File: src/rtl/elastic_skid_buffer.sv
// Two-entry ready/valid skid buffer: a main register drives data_o and a skid
// register absorbs the one word in flight when downstream stalls.
module elastic_skid_buffer #(
  parameter int unsigned        width_p     = 8,
  parameter logic [width_p-1:0] reset_val_p = '0
) (
  input  logic               clk_i,
  input  logic               reset_i,
  input  logic               valid_i,
  output logic               ready_o,
  input  logic [width_p-1:0] data_i,
  output logic               valid_o,
  input  logic               ready_i,
  output logic [width_p-1:0] data_o
);

  localparam logic [1:0] EMPTY = 2'b00;
  localparam logic [1:0] BUSY  = 2'b01;
  localparam logic [1:0] FULL  = 2'b10;

  logic [1:0]         state_q, state_d;
  logic [width_p-1:0] main_q, main_d;
  logic [width_p-1:0] skid_q, skid_d;
  logic               in_xfer, out_xfer;

  // Handshake outputs depend only on registered state and reset, never on ready_i.
  assign valid_o  = ~reset_i & (state_q != EMPTY);
  assign ready_o  = ~reset_i & (state_q != FULL);
  assign data_o   = main_q;

  assign in_xfer  = valid_i & ready_o;
  assign out_xfer = valid_o & ready_i;

  always_comb begin
    state_d = state_q;
    main_d  = main_q;
    skid_d  = skid_q;
    case (state_q)
      EMPTY: begin
        if (in_xfer) begin
          main_d  = data_i;
          state_d = BUSY;
        end
      end
      BUSY: begin
        if (in_xfer && out_xfer) begin
          main_d = data_i;
        end else if (in_xfer) begin
          skid_d  = data_i;
          state_d = FULL;
        end else if (out_xfer) begin
          state_d = EMPTY;
        end
      end
      FULL: begin
        if (out_xfer) begin
          main_d  = skid_q;
          state_d = BUSY;
        end
      end
      default: state_d = EMPTY;
    endcase
  end

  always_ff @(posedge clk_i) begin
    if (reset_i) begin
      state_q <= EMPTY;
      main_q  <= reset_val_p;
      skid_q  <= reset_val_p;
    end else begin
      state_q <= state_d;
      main_q  <= main_d;
      skid_q  <= skid_d;
    end
  end

endmodule

File: config.mk
export PLATFORM = sky130hd
export DESIGN_NAME = elastic_skid_buffer
export DESIGN_NICKNAME = d
export VERILOG_FILES = /design/src/rtl/elastic_skid_buffer.sv
export SDC_FILE = /design/constraint.sdc
export NUM_CORES = 1
export LEC_CHECK = 0
export BUFFER_PORTS_ARGS = -buffer_cell sky130_fd_sc_hd__buf_2
export CAP_MARGIN = 25
export CORE_AREA = 4 4 50 52
export CTS_CLUSTER_DIAMETER = 200
export DETAILED_ROUTE_END_ITERATION = 12
export DIE_AREA = 0 0 54 56
export PLACE_DENSITY = 0.67
export SETUP_SLACK_MARGIN = 0.05
export SLEW_MARGIN = 20
export SYNTH_ARGS = -nofsm -noshare
export SYNTH_HDL_FRONTEND = slang
export SYNTH_SLANG_ARGS = --single-unit
File: constraint.sdc
create_clock -name clk_i -period 1.3 [get_ports clk_i]
set_input_delay 0.13 -clock clk_i [delete_from_list [all_inputs] [get_ports clk_i]]
set_output_delay 0.13 -clock clk_i [all_outputs]
set_load 0.005 [all_outputs]
==> results of run 1 <==
==> report_power, final <==
group | leakage, nW | internal, W | total, W | switching, W
Sequential | 0.149 | 0.000580 | 0.000600 | 0.0000195
Clock | 0.0210 | 0.000171 | 0.000340 | 0.000169
Combinational | 0.300 | 0.000111 | 0.000224 | 0.000114
==> final cells by class <==
class / count / share of cell area
Sequential cell: 18 / 0.3234
Timing Repair Buffer: 28 / 0.1474
Tap cell: 28 / 0.03080
Clock buffer: 4 / 0.03190
Inverter: 1 / 0.003300
Multi-Input combinational cell: 67 / 0.4631
==> placed cells by master, fill, tap and decap left out, drive strengths merged, types with 2 or more instances in the layout <==
master | netlist | final
dfxtp | 18 | 18
and3b | 1 | 2
nand2 | 2 | 2
nand3 | 8 | 8
clkbuf | 3 | 4
buf | 5 | 28
nor2 | 3 | 3
a211oi | 17 | 17
mux2i | 9 | 9
a21oi | 9 | 9
o21ai | 8 | 8
nand2b | 2 | 2
==> timing repair <==
action	4_1_cts	5_1_grt
cloned	0	1
pin swaps	1	1
setup endpoints to repair	16	17
gates resized for setup	7	6
setup buffers	3	0
==> final timing paths <==
kind | startpoint | to | depth (start not counted)
hold / removal | ready_i | state_q[1]$_SDFFE_PP0P_ | 2
setup reg to reg | state_q[0]$_SDFFE_PP0P_ | data_o[4]$_SDFFE_PP0P_ | 4
setup / recovery | state_q[0]$_SDFFE_PP0P_ | ready_o | 4
hold reg to reg | skid_q[6]$_SDFFE_PP0P_ | skid_q[6]$_SDFFE_PP0P_ | 2
==> worst reg2reg max path, stage by stage, from the launching register on <==
cell	delay, ns
dfxtp_4	0.39
buf_4	0.13
and3b_2	0.25
a21o_4	0.25
a211oi_2	0.20
==> kinds of logic after synthesis <==
group / after synthesis / synth area share
flops: 18 / 0.4017
compound gates: 36 / 0.3068
simple gates: 21 / 0.1367
mux: 9 / 0.1004
buf+inv: 9 / 0.05439
==> per-layer routing <==
metal | up-vias | part of all wire | track usage
li1 | 402 | - | -
met1 | 367 | 0.47 | 0.1866
met2 | 16 | 0.49 | 0.2266
met3 | 5 | 0.030 | 0.01609
met4 | 0 | 0.014 | 0.04270
met5 | - | 0 | 0
==> cells in the mapped netlist (all sizes together) <==
master / instances / area (sq um)
a21oi: 9 / 45.04
nand4bb: 1 / 11.26
nand2: 2 / 7.510
and2: 1 / 6.260
nor2: 3 / 11.26
a21o: 1 / 15.01
clkbuf: 3 / 11.26
or3b: 1 / 8.760
dfxtp: 18 / 360.4
nor4bb: 1 / 10.01
a211oi: 17 / 167.7
o21ai: 8 / 40.04
buf: 5 / 33.78
nand3: 8 / 40.04
and3b: 1 / 8.760
mux2i: 9 / 90.09
nand2b: 2 / 12.51
nor2b: 1 / 6.260
clkinv: 1 / 3.750
o21a: 1 / 7.510
==> registers in the layout (all words and copies together), names as in the netlist <==
name     cells
data_o       8
skid_q       8
state_q      2
==> per-stage QoR <==
step / std cells / utilization / setup TNS, ns
floorplan: 93 / - / 0
global route: 146 / 0.5401 / -0.2030
finish: 146 / 0.5401 / 0
global placement: 139 / 0.4890 / 0
detailed placement: 139 / 0.4890 / -0.01428
CTS: 146 / 0.5270 / -0.006832
==> metrics.md, run 1 <==
| Metric | Value |
|---|---|
| Max Cap Viol | `0` |
| Largest net degree at the start of global routing | `27` |
| Final #Nets | `131` |
| Drt pass-1 iters | `6` |
| Run status | `complete, no violations` |
| Worst Path Required | `around 1.2 ns` |
| Chip width | `roughly 54 microns` |
| Register bit total from synthesis | `18` |
| Crit path DAT | `1.16 ns` |
| Fillers | `200` |
| CTS Root Cell | `clkbuf_4` |
| Worst VDD drop | `approximately 0.83 mV` |
| I/O Buffers | `21` |
| Die footprint | `0.003024 sq mm` |
| Total GRT Usage | `0.1391` |
| Mapped Nets | `105` |
| Crit-path max FO | `7` |
| Crit-path max cell delay | `approximately 0.38 ns` |
| Final WL | `2036 microns` |
| Share of layout cells above drive strength 1 | `0.4153` |
| Row cnt | `17` |
| # IOs | `22` |
| CP Class | `register to output port` |
| Num CTS Buffers | `3` |
| CTS Buffer Depth | `2` |
| Synth unique cells | `23` |
| WP buf/inv | `2` |
| Detail Route Antenna Nets | `0` |
| Slew Viols, Final | `0` |
| Congestion Overflow GR | `0` |
| CP endpoint kind | `output port` |
| Worst-Margin Slew | `0.3344 ns` |
| Vias/cell | `5.411` |
| DRC errors left | `0` |
| Setup slack after layout | `0.006192 ns` |
| # setup viols final | `0` |
| Unrepaired setup endpoints after global routing | `true` |
| Starting Density | `0.4260` |
| Iteration-0 DRC Markers | `10` |
| Most used cell, CP | `buf_6` |
| Gate Count Post-Synth | `93` |
| Core Area | `0.002106 sq mm` |
| Vias | `790` |
| Final hold slack | `0.08388 ns` |
| Design area | `0.001137 sq mm` |
| CTS Sinks | `18` |
| Area of the multi-input gates | `526.8 sq um` |
| Tcrit/Tclk final | `0.9952` |
| Clock latency on the worst-skew pair | `0.29 ns` |
| HPWL Detailed | `1419 microns` |
| Sequential cell area fraction in the yosys report | `0.4017` |
| Worst path slowest cell | `dfxtp_4` |
| Reg2reg setup slack | `0.02 ns` |
| CTS tree | `built` |
| Pwr dens | `1023 mW/mm^2` |
| Cell family with most CP delay | `flip-flops` |
| Placed Area | `about 0.0010 sq mm` |
| Worst Setup Start Kind | `register` |
| Worst Setup Slack post-DPL | `-0.009273 ns` |
| Clock Skews | `0.002036 ns` |
| Leak Pwr | `0.4703 nW` |
| Achievable frequency | `approximately 0.77 GHz` |
| Type of the tightest min-delay check | `input port to register` |
| Total power | `0.001164 W` |
| Initial antenna violation count | `0` |
| Hold Vio Cnt, Final | `0` |
| Min Tclk post-route | `1.294 ns` |
| First-pass GRT wire length | `3187 microns` |
| RD Place Congestion | `0.6774` |
| Vias in the first global route | `721` |
| Die H | `56 microns` |
| Clock slew at reported path FFs | `0.10 ns` |
| Headroom to the max-slew limit | `0.7758` |
| Hold buffers post-CTS | `0` |
| Post-Syn Area | `897.1 sq um` |
| Syn-to-layout area delta | `26.78%` |
| Critical path, cell by cell | `nand2b_4 > buf_6 > and2_4 > buf_6` |
| Synthesis warning total | `0` |
| Antenna diodes | `0` |
| Routed wire length per instance | `between 10 and 15 microns` |
| Post-Syn Area per Cell | `9.646 sq um` |
| H-tree depth | `1` |
| Register area | `367.9 sq um` |
No activity file was read; power rests on OpenSTA's default activity.
==> run 2, diff against run 1 <==
--- a/config.mk
+++ b/config.mk
@@ -5,13 +5,11 @@
 export SDC_FILE = /design/constraint.sdc
 export NUM_CORES = 1
 export LEC_CHECK = 0
-export BUFFER_PORTS_ARGS = -buffer_cell sky130_fd_sc_hd__buf_2
-export CAP_MARGIN = 25
 export CORE_AREA = 4 4 50 52
 export CTS_CLUSTER_DIAMETER = 200
 export DETAILED_ROUTE_END_ITERATION = 12
 export DIE_AREA = 0 0 54 56
-export PLACE_DENSITY = 0.67
+export DONT_BUFFER_PORTS = 1
 export SETUP_SLACK_MARGIN = 0.05
 export SLEW_MARGIN = 20
 export SYNTH_ARGS = -nofsm -noshare
==> metrics.md, run 2 (same netlist as run 1, synthesis figures left out) <==
| Metric | Value |
|---|---|
| Run status | `complete, no violations` |
| Worst-Margin Slew | `0.8354 ns` |
| CTS tree | `built` |
| Hold Vio Cnt, Final | `0` |
| Routed wire length per instance | `16.50 microns` |
| WP buf/inv | `1` |
| Pint | `~0.00085 W` |
| Vias | `753` |
| Die footprint | `0.003024 sq mm` |
| Die H | `56 microns` |
| Net load switching power | `0.0002871 W` |
| HPWL Detailed | `1345 microns` |
| Crit-path max cell delay | `0.37 ns` |
| Starting Density | `0.4260` |
| Congestion Overflow GR | `0` |
| Initial antenna violation count | `0` |
| CTS Root Cell | `clkbuf_4` |
| Worst path slowest cell | `dfxtp_4` |
| H-tree depth | `1` |
| Clock share of power | `0.298` |
| Switching Fraction | `0.2519` |
| Leak Pwr | `0.4238 nW` |
| Achievable frequency | `0.8212 GHz` |
| CTS Sinks | `18` |
| Min Tclk post-route | `1.218 ns` |
| Unrepaired setup endpoints after global routing | `true` |
| Fillers | `around 190` |
| Final hold slack | `approximately 0.042 ns` |
| Share of layout cells above drive strength 1 | `0.2547` |
| I/O Buffers | `0` |
| Final Util | `0.5312` |
| TNS Setup | `0 ns` |
| Headroom to the max-slew limit | `0.4412` |
| Worst Setup Start Kind | `register` |
| Largest net degree at the start of global routing | `18` |
| Pwr dens | `1019 mW/mm^2` |
| Crit path DAT | `roughly 1.1 ns` |
| Clock latency on the worst-skew pair | `0.29 ns` |
| # setup viols final | `0` |
| Clock slew at reported path FFs | `0.10 ns` |
| Clock Skews | `0.001672 ns` |
| Cell family with most CP delay | `flip-flops` |
| Syn-to-layout area delta | `24.69%` |
| CP Class | `register to output port` |
| Sequential Power Share | `0.532` |
| Core Area | `0.002106 sq mm` |
| CTS Buffer Depth | `2` |
| Chip width | `54 microns` |
| Num CTS Buffers | `3` |
| Worst Path Required | `1.17 ns` |
| Type of the tightest min-delay check | `input port to register` |
| Final #Nets | `about 120` |
| Antenna diodes | `0` |
| Max Cap Viol | `0` |
| Register area | `365.4 sq um` |
| Critical path, cell by cell | `nand2b_4 > buf_6 > and2_4` |
| CP endpoint kind | `output port` |
| First-pass GRT wire length | `3663 microns` |
| Crit-path max FO | `6` |
| Final WL | `2211 microns` |
| Commonest non-fill, non-tap cells in the layout | `dfxtp_1, dlygate4sd3_1, mux2i_1, a211oi_1` |
| Tcrit/Tclk final | `0.9367` |
| Worst VDD drop | `0.7307 mV` |
| DRC errors left | `0` |
| Detail Route Antenna Nets | `0` |
| Drt pass-1 iters | `4` |
| Vias in the first global route | `702` |
| RD Place Congestion | `0.7255` |
| Slew Viols, Final | `0` |
| Gate power share | `0.170` |
| Total GRT Usage | `0.1610` |
| Area of the multi-input gates | `518.0 sq um` |
| Vias/cell | `about 5.6` |
| # IOs | `22` |
| Row cnt | `17` |
| Most common cell after layout, fill and taps aside | `dfxtp_1` |
| Iteration-0 DRC Markers | `20` |
[run 2: repair_timing]
action,4_1_cts,5_1_grt
buffers inserted,1,0
hold buffers,10,0
resized for setup,5,10
hold endpoints to repair,17,0
endpoints found under the setup margin,9,16
[run 2: layout make-up]
cell class,count,share of cell area
Multi-Input combinational cell,66,0.4631
Sequential cell,18,0.3266
Timing Repair Buffer,17,0.1432
Clock buffer,4,0.03244
Tap cell,28,0.03132
Inverter,1,0.003356
[run 2: power by group through the flow]
stage	logic [W]	registers, W	clock network, W
floorplan	0.000128	0.000614	0
global placement	0.000139	0.000620	0
detailed placement	0.000139	0.000621	0
CTS	0.000184	0.000607	0.000356
global route	0.000210	0.000612	0.000389
finish	0.000193	0.000607	0.000340
[run 2: through the flow]
step	setup slack [ns]	area, sq um	cells	power, W
finish	0.08227	1119	134	0.001140
CTS	0.05742	1092	134	0.001146
detailed placement	0.005851	932.1	119	0.0007601
global route	0.02408	1119	134	0.001211
floorplan	0.1240	897.1	93	0.0007425
global placement	0.03606	932.1	119	0.0007591
[run 2: final timing paths]
kind                            from                      to  slack [ns]  cells past startpoint
max          state_q[0]$_SDFFE_PP0P_                 ready_o        0.08                      3
min                          reset_i  skid_q[3]$_SDFFE_PP0P_        0.04                      2
max reg2reg  state_q[1]$_SDFFE_PP0P_  data_o[6]$_SDFFE_PP0P_        0.11                      4
min reg2reg   skid_q[7]$_SDFFE_PP0P_  skid_q[7]$_SDFFE_PP0P_        0.48                      2
[run 2: per-layer routing]
metal | track usage | vias to the layer above | part of all wire
li1 | - | 375 | -
met1 | 0.2394 | 354 | 0.43
met2 | 0.2093 | 24 | 0.46
met3 | 0.08311 | 0 | 0.10
met4 | 0.02135 | 0 | 0
met5 | 0 | - | 0
